[src/rtl/fetch_queue.sv]
// Instruction prefetch queue between fetch and decode: a DEPTH-entry FIFO of
// {instruction, PC+2} pairs that presents NOP to decode whenever it is empty.
module fetch_queue #(
    parameter int INSTR_W = 16,
    parameter int PC_W = 16,
    parameter int DEPTH = 4,
    parameter logic [INSTR_W-1:0] NOP = INSTR_W'(16'h0800)
) (
    input  logic                     clk,
    input  logic                     rst,
    input  logic                     enq_valid,
    input  logic [INSTR_W-1:0]       enq_instr,
    input  logic [PC_W-1:0]          enq_pc_inc,
    output logic                     enq_ready,
    input  logic                     deq_ready,
    output logic                     deq_valid,
    output logic [INSTR_W-1:0]       deq_instr,
    output logic [PC_W-1:0]          deq_pc_inc,
    input  logic                     flush,
    output logic [$clog2(DEPTH):0]   count,
    output logic                     ovf_err
);

    localparam int PTR_W = $clog2(DEPTH);
    localparam int CNT_W = PTR_W + 1;

    logic [INSTR_W-1:0] instr_mem [DEPTH];
    logic [PC_W-1:0]    pc_mem    [DEPTH];

    logic [PTR_W-1:0] rd_ptr_reg, rd_ptr_next;
    logic [PTR_W-1:0] wr_ptr_reg, wr_ptr_next;
    logic [CNT_W-1:0] count_reg, count_next;
    logic             ovf_err_reg, ovf_err_next;

    logic do_enq;
    logic do_deq;
    logic full;
    logic empty;

    // Occupancy is tracked by the counter so pointers may wrap freely.
    assign full  = (count_reg == CNT_W'(DEPTH));
    assign empty = (count_reg == '0);

    assign do_enq = enq_valid && !full && !flush;
    assign do_deq = deq_ready && !empty && !flush;

    always_comb begin
        rd_ptr_next  = rd_ptr_reg;
        wr_ptr_next  = wr_ptr_reg;
        count_next   = count_reg;
        ovf_err_next = ovf_err_reg;

        if (flush) begin
            rd_ptr_next = '0;
            wr_ptr_next = '0;
            count_next  = '0;
        end else begin
            if (do_enq) begin
                wr_ptr_next = wr_ptr_reg + PTR_W'(1);
            end
            if (do_deq) begin
                rd_ptr_next = rd_ptr_reg + PTR_W'(1);
            end
            case ({do_enq, do_deq})
                2'b10:   count_next = count_reg + CNT_W'(1);
                2'b01:   count_next = count_reg - CNT_W'(1);
                default: count_next = count_reg;
            endcase
            if (enq_valid && full) begin
                ovf_err_next = 1'b1;
            end
        end
    end

    always_ff @(posedge clk or posedge rst) begin
        if (rst) begin
            rd_ptr_reg  <= '0;
            wr_ptr_reg  <= '0;
            count_reg   <= '0;
            ovf_err_reg <= 1'b0;
        end else begin
            rd_ptr_reg  <= rd_ptr_next;
            wr_ptr_reg  <= wr_ptr_next;
            count_reg   <= count_next;
            ovf_err_reg <= ovf_err_next;
        end
    end

    // Payload storage is deliberately left unreset; stale slots are never shown.
    always_ff @(posedge clk) begin
        if (do_enq) begin
            instr_mem[wr_ptr_reg] <= enq_instr;
            pc_mem[wr_ptr_reg]    <= enq_pc_inc;
        end
    end

    assign deq_valid  = !empty;
    assign deq_instr  = empty ? NOP : instr_mem[rd_ptr_reg];
    assign deq_pc_inc = empty ? '0 : pc_mem[rd_ptr_reg];
    assign enq_ready  = !full;
    assign count      = count_reg;
    assign ovf_err    = ovf_err_reg;

endmodule

[config.mk]
export PLATFORM = sky130hd
export DESIGN_NAME = fetch_queue
export DESIGN_NICKNAME = d
export VERILOG_FILES = /design/src/rtl/fetch_queue.sv
export SDC_FILE = /design/constraint.sdc
export NUM_CORES = 1
export LEC_CHECK = 0
export CAP_MARGIN = 20
export CORE_ASPECT_RATIO = 0.7
export CORE_MARGIN = 1.5
export CORE_UTILIZATION = 59
export CTS_BUF_LIST = sky130_fd_sc_hd__clkbuf_16
export CTS_CLUSTER_SIZE = 10
export DETAILED_ROUTE_END_ITERATION = 10
export PLACE_DENSITY = 0.88
export SYNTH_ARGS = -nofsm -noshare
export SYNTH_HDL_FRONTEND = slang
export SYNTH_SLANG_ARGS = --single-unit
export TNS_END_PERCENT = 30
[constraint.sdc]
create_clock -name clk -period 5.95 [get_ports clk]
set_input_delay 1.19 -clock clk [delete_from_list [all_inputs] [get_ports clk]]
set_output_delay 1.19 -clock clk [all_outputs]
set_load 0.005 [all_outputs]
# Word level (Yosys, flattened, before mapping)
# Memories as Yosys holds them, arrays and structs flattened.
# Cells that the tools add are included.
totals:
  memories: 2
  register_bits: 8
  wordCells: 37
  output_inout_bits: 38
  input_bits: 37
  ram_bits: 128
mem_list:
  columns: ["memory", "words", "width", "rd", "rd_clocked_by_memory_dff", "wr", "line", "source"]
  rows:
  - ["instr_mem", 4, 16, 1, 0, 1, "27", "logic [INSTR_W-1:0] instr_mem [DEPTH];"]
  - ["pc_mem", 4, 16, 1, 0, 1, "28", "logic [PC_W-1:0] pc_mem [DEPTH];"]
classes:
  n_eq_ne: 3
  add_sub_neg: 4
  n_bitwise: 1
  n_reduce_logical: 13
  n_mux: 10
ops:
  columns: ["op", "count"]
  rows:
  - ["$mux 16", 2]
  - ["$mux 2", 4]
  - ["$pmux 3 s2", 1]
  - ["$logic_and 1x1->1", 5]
  - ["$add 2x1->2 const B", 2]
  - ["$reduce_bool 2->1", 2]
  - ["$add 3x1->3 const B", 1]
  - ["$eq 3x3->1 const B", 1]
  - ["$logic_not 1->1", 3]
  - ["$logic_not 3->1", 1]
  - ["$mux 3", 1]
  - ["$reduce_bool 3->1", 1]
  - ["$sub 3x1->3 const B", 1]
  - ["$eq 2x1->1 const B", 1]
  - ["$eq 2x2->1 const B", 1]
  - ["$mux 1", 2]
  - ["$reduce_and 2->1", 1]
  - ["$not 1->1", 1]

# Logic depth before layout (Yosys ltp)
depth:
  word_depth: 7
  mapped_depth: 7
  mapped_depth_nobuf: 6

# Worst setup path before layout
# Ideal clock, no wire load.
synth_path:
  kind: "input-to-reg"
  start: "input port flush"
  end: "memory instr_mem[0][0], enable pin"
  setup_time_ns: 0.392
  n_path_buf: 0
  stages: 3
  arrival_time_ns: 2.321
  setup_slack_ns: 3.237
  cell_sequence: "nand2b_1 -> nor2_1 -> and2_1"
synth_between:
  elab_chain_len: 4
synth_rtl:
  columns: ["item", "line", "source"]
  rows:
  - ["from (decl)", "19", "input logic flush,"]
  - ["$logic_not 1->1", "44", "assign do_enq = enq_valid && !full && !flush;"]
  - ["$logic_and 1x1->1", "44", null]
  - ["$mux 1", "91", "if (do_enq) begin"]
  - ["$mux 1 (not written as such)", "92", "instr_mem[wr_ptr_reg] <= enq_instr;"]
  - ["to (decl)", "27", null]
# No other way between the ends.

# Final worst setup path
layout_path:
  start: "register rd_ptr_reg[0]"
  end: "output port deq_pc_inc[12]"
layout_between:
  elab_chain_len: 2
layout_rtl:
  columns: ["item", "line", "source"]
  rows:
  - ["from (decl)", "30", "logic [PTR_W-1:0] rd_ptr_reg, rd_ptr_next;"]
  - ["from (signal assigned)", "82", "rd_ptr_reg <= rd_ptr_next;"]
  - ["$mem_v2 4x16", null, null]
  - ["$mux 16", "99", "assign deq_pc_inc = empty ? '0 : pc_mem[rd_ptr_reg];"]
  - ["to (decl)", "18", "output logic [PC_W-1:0] deq_pc_inc,"]
# No other way between the ends.

==> run metrics <==
status complete, no violations; ant diodes 0; Arrival @ worst endpoint 2.74 ns; Clock Skews 0.00647 ns; Synth area leader edfxtp_1; Worst EP required ~4.8 ns; final-report max-slew violation count 0; hold_sp ovf_err; DR pass1 iterations 4; number of flops mapped to enable cells by yosys 128; CTS Root Cell clkbuf_16; DPL Wire Length about 5700 um; register area 0.00405 mm^2; row cnt 29; Port Buffers 74; vias in the first global route 2916; R2R Setup Slk 3.67 ns; core footprint 0.00903 mm^2; final worst path period need 3.93 ns; DR vias/cell 5.59; layout cells sized above 1 17.1%; Cell Int Power between 2000 and 2500 uW; FF-to-FF Start count[1]; largest net degree at the start of global routing 34; hold-fix buffers at CTS 0; worst slew pin tran 0.924 ns; Synth async-reset ratio approximately 5.9%; Fin. Hold Viols 0; pwr/cell area 408 mW/mm^2; nets 391; CTS clk-pin slew, worst paths approximately 0.050 ns; Ys Warns 0; Avg Cell Area, Syn between 20 and 25 um^2; Crit. End Element output port; Clock Sinks ~140; synth top area cells edfxtp_1, mux4_2, and2_1, dfrtp_1, mux4_1; cell count after synthesis around 270; top cell type's share of synthesized area 70.2%; Final setup viols 0; Die Span Y about 84 um; routed wire length 10100 um; register area share after synthesis 73.8%; Pleak 0.00222 uW; Die X ~120 um; power share of the combinational group approximately a quarter; Max clock buf depth 2; Critical Path Start rd_ptr_reg[0]; Detailed Route Iter0 Violations around 320; commonest non-fill, non-tap cell in the layout edfxtp_1; RD Place Congestion 0.704; clk_lat worst skew 0.41 ns; CP Class flop to output port; total track usage between 20 and 25%; Hold Path Class flop to flop; commonest non-fill, non-tap cells in the layout edfxtp_1, clkdlybuf4s50_1, and2_1, mux4_2, clkbuf_16; synth unique cells 34; pre-CTS WS around 2.4 ns; Reg2Reg Depth 6; Psw 681 uW; Net Count, Synth ~310; post-CTS setup buffers 0; CTS H-tree lvls 4; CP endpoint deq_pc_inc[12]; CTS buffer count 17; area grow syn2layout 23.8%; WL per Instance 20.7 um; ANT nets after route 0; Fmax 254 MHz; Post-Syn Area between 0.005 and 0.006 mm^2; initial core utilization around 61%; unrepaired setup endpoints after global routing false; final worst setup slack slightly above 2 ns; area of the multi-input gates 0.00128 mm^2; DIE AREA 0.00988 mm^2; setup_tns 0 ns; grt ovf 0; Critical Path Source Type flop; RR Endpoint count[1]; post-CTS sizing 0; power share of the clock group 32.9%; fillers 517; sequential power share 42.4%; Synth Flop Type edfxtp_1; CP max FO 19; Max Cap Violations 0; # IOs 75; first-pass GRT wire length 15900 um; Relative slew margins 38.3%; DRC viols 0; crit share post-route approximately 66%; Sw Share 24.6%; CTS tree yes; Synth Register Bits 136; worst IR drop on VDD 0.000302 V; initial antenna violation count 0; Via Count 2717
[cells in the mapped netlist (all sizes together) (2+ instances only)]
cell      n
o21ai     3
nand3     3
nor2      3
ha        4
o22ai     2
buf      11
xor2      2
nor3b     2
mux4     32
and2     36
or2       2
inv       7
dfrtp     8
nand2b    4
a21oi     4
clkbuf    6
nor3      2
edfxtp  128
[cells by family after synthesis]
family          count (synthesis)  share of synthesized area, %
compound gates                 19                          2.40
xor+xnor                        2                         0.320
fa+ha+maj                       5                          1.28
buf+inv                        24                          2.83
flops                         136                          73.8
mux                            32                          13.4
simple gates                   54                          6.01
[power by group through the flow]
stage / sequential, uW / combinational [uW] / clock [uW]
after global routing: 1180 / 733 / 970
after CTS: 1170 / 692 / 928
final: 1170 / 684 / 910
after floorplan: 1140 / 428 / 0
after global placement: 1190 / 675 / 0
after detailed placement: 1190 / 684 / 0
[through the flow]
| stage | instance area [um^2] | std cells | power, uW | utilization, % | hold WS, ns |
|---|---|---|---|---|---|
| finish | 6780 | 486 | 2770 | 75.1 | 0.516 |
| global route | 6780 | 486 | 2880 | 75.1 | 0.522 |
| CTS | 6780 | 486 | 2790 | 75.1 | 0.522 |
| detailed placement | 6260 | 454 | 1870 | 69.3 | 0.507 |
| global placement | 6260 | 454 | 1860 | 69.3 | 0.460 |
| floorplan | 5480 | 272 | 1570 | - | 0.468 |
[worst min path at each step]
stage	endpoint	cells past startpoint	slack, ns
after floorplan	ovf_err	1	0.47
after global placement	ovf_err	1	0.46
after detailed placement	ovf_err	1	0.51
after CTS	ovf_err	1	0.52
after global routing	ovf_err	1	0.52
final	ovf_err	1	0.52
[critical path, stage by stage, from the launching register on]
cell and delay, ns:
dfrtp_2 0.68, buf_4 0.45, mux4_2 0.56, and2_1 0.18, clkdlybuf4s50_1 0.44
[area by class of cell]
type | instances | share of cell area (%)
clock buffers | 17 | 6.27
clock inverters | 15 | 1.40
inverters | 7 | 0.387
multi-input cells | 112 | 18.9
flip-flops and latches | 136 | 59.7
well taps | 124 | 2.29
repair buffers | 75 | 11.0
[routing by layer]
layer | track usage [%] | share of wire (%) | vias to the layer above
li1 | - | - | 1240
met1 | 29.6 | 43 | 1376
met2 | 34.9 | 51 | 89
met3 | 7.45 | 5.2 | 12
met4 | 8.76 | 1.2 | 0
met5 | 0 | 0 | -
(Power assumes the default switching activity.)
==> edit, RTL diff (same settings) <==
Put one more register stage on the output `ovf_err`, with the module's reset. The value now appears one clock later. The other outputs are not delayed to match.
--- a/src/rtl/fetch_queue.sv
+++ b/src/rtl/fetch_queue.sv
@@ -99,7 +99,13 @@
     assign deq_pc_inc = empty ? '0 : pc_mem[rd_ptr_reg];
     assign enq_ready  = !full;
     assign count      = count_reg;
-    assign ovf_err    = ovf_err_reg;
+    always_ff @(posedge clk or posedge rst) begin
+        if (rst) begin
+            ovf_err <= '0;
+        end else begin
+            ovf_err <= ovf_err_reg;
+        end
+    end
 
 endmodule
 
Check against the original RTL: not equivalent (Yosys sat finds a counterexample within 10 cycles, from zero or initial values and one cycle with rst high).
==> edit against the original RTL <==
  * Routed wire length grew 1.5%
  * Cell area grew 1.5%
  * First-iteration DRC count shrank 45%
  * Die area grew 0.47%
  * Via count grew 3.4%
  * Synthesized area grew 0.48%
  * Critical endpoint is now deq_pc_inc[6]
  * Cell count grew 1.2%
  * Worst setup slack lost 0.067 ns
  * Sequential cell count grew 1
Power is not compared: it rests on default switching activity, and its combinational part moved more than twofold at a synthesized area within 25%.
==> edit: results (changes against the original RTL) <==
Global route
  – Vias in the first global route: 2906 (-0.34%)
  – GRT Total Usage: 0.223 (-0.000656)
  – First-pass GRT wire length: 16000 um (+0.65%)
  – Largest net degree at the start of global routing: 35 (+2.9%)
  – Initial antenna violation count: 0 (unchanged)

Power and ir drop
  – Max rail drop VDD: 0.290 mV
  – P_leak: 2.30 nW

Timing
  – WHS: 0.393 ns (-0.123 ns)
  – Final setup violation count: 0 (unchanged)
  – Slew Limit Headroom: 0.318 (-0.0652)
  – Clock skew: 0.00912 ns (+0.00265 ns)
  – Final setup TNS: 0 ns (unchanged)

Worst hold path
  – WHS Endpoint: ovf_err
  – Worst hold path class: flop to flop
  – Hold Path Stages: 0 (-1)
  – Hold Crit Start: ovf_err_reg

Finish
  – # fillers: 534 (+3.3%)
  – # diodes: 0 (unchanged)
  – NumNets Final: 397 (+1.5%)
  – Share of layout cells above drive strength 1: 0.182 (+0.0108)

Worst setup path
  – Reg2reg setup slack: 3.09 ns (-0.58 ns)
  – Critical path peak fanout: 21 (+2)
  – Worst r2r dst: count[1]
  – Worst r2r src: count[1]
  – WP data arrival: 2.81 ns (+0.07 ns)
  – Worst Reg-to-Reg Cells: 8 (+2)

Logic synthesis
  – Yosys warning total: 0 (unchanged)
  – Sequential fraction of the synthesis area: 0.739 (+0.00102)
  – Netlist cell types: 34 (unchanged)
  – Post-synthesis net count: 321 (+2.2%)
  – Top cells by count, synth: edfxtp_1 (128), and2_1 (36), mux4_2 (32)
  – Top FF cell, synth: edfxtp_1
  – Synth area leaders: edfxtp_1 (70%), mux4_2 (13%), and2_1 (4.1%)
  – Ys async rst share: 0.0657 (+0.00687)
  – Number of synthesized flops with an enable pin: 128 (unchanged)

Detailed routing
  – Drt pass-1 iters: 4 (unchanged)
  – Post-DR wirelength/cell: 20.8 um (+0.23%)
  – Starting DRC count in detailed routing: 173 (-45%)
  – Vias post-DR: 2810 (+3.4%)

Clocking
  – Max Root-Sink Buffers: 2 (unchanged)
  – Inserted Clock Buffers: 17 (unchanged)
  – Cts repair resizes: 0 (unchanged)
  – Skew-Pair Late Insertion Delay: about 0.4 ns
  – Clock Pin Slew Worst Setup and Hold Paths: 0.05 ns (about the same)
  – Post-CTS Setup Inserts: 0 (unchanged)
  – Root buf cell: clkbuf_16
  – CTS H-tree depth: 4 (unchanged)

Placement
  – IO buf count: 74 (unchanged)
  – Detailed Place HPWL: 5710 um (about the same)
  – GPL Wtd Cong: 0.756 (+7.4%)

Outcome
  – Status: finished clean
==> edit: changes by cell type after synthesis, sizes merged, moves of 2 or more <==
cell / change
inv: -2
nand2: +4
nand2b: -2
buf: +4
a21oi: +3
nor2: +5
or2: -2
clkbuf: -2
==> edit: per-layer routing <==
| layer | wire, um | track usage |
|---|---|---|
| met4 | 57 | 0.0537 |
| met2 | 5210 | 0.363 |
| met5 | 0 | 0 |
| met1 | 4350 | 0.300 |
| met3 | 598 | 0.0710 |
==> edit: area by class of cell <==
type | count | area, sq um | area share
multi-input combinational | 118 | 1290 | 0.188
clock buffer | 17 | 425 | 0.0618
sequential | 137 | 4070 | 0.591
clock inverter | 15 | 166 | 0.0242
tap | 124 | 155 | 0.0225
timing repair buffer | 76 | 756 | 0.110
inverter | 5 | 18.8 | 0.00273
==> edit: power by group <==
group,internal [W],switching [W],leakage [nW],total [W]
combinational,0.000184,0.000123,0.713,0.000307
sequential,0.00110,0.0000305,1.28,0.00113
clock,0.000687,0.000352,0.304,0.00104
==> edit: cells by family after synthesis <==
kind of cell,synth area share
compound gates,0.0216
xor+xnor,0.00477
fa+ha+maj,0.0127
buf+inv,0.0270
flops,0.739
mux,0.133
simple gates,0.0618
==> edit: critical path: stages, from the launching register on <==
cell,delay (ns)
dfrtp_2,0.81
buf_4,0.40
mux4_2,0.55
and2_1,0.19
clkdlybuf4s50_1,0.45
==> edit: per-stage QoR <==
step	cell area [sq um]	utilization	setup WS, ns	power [W]	cells
2_1_floorplan	5510	-	3.13	0.00131	279
3_3_place_gp	6290	0.694	2.34	0.00145	460
3_5_place_dp	6290	0.694	2.32	0.00145	460
4_1_cts	6880	0.759	1.88	0.00250	492
5_1_grt	6880	0.759	1.74	0.00257	492
6_report	6880	0.759	1.95	0.00247	492
==> edit: worst max-delay path by stage <==
| stage | startpoint | end | slack (ns) | cells after the start |
|---|---|---|---|---|
| floorplan | flush | instr_mem[0][0] | 3.13 | 4 |
| global placement | rd_ptr_reg[0] | deq_pc_inc[6] | 2.34 | 4 |
| detailed placement | rd_ptr_reg[0] | deq_pc_inc[7] | 2.32 | 4 |
| CTS | rd_ptr_reg[0] | deq_pc_inc[7] | 1.88 | 4 |
| global route | rd_ptr_reg[0] | deq_pc_inc[6] | 1.74 | 4 |
| finish | rd_ptr_reg[0] | deq_pc_inc[6] | 1.95 | 4 |
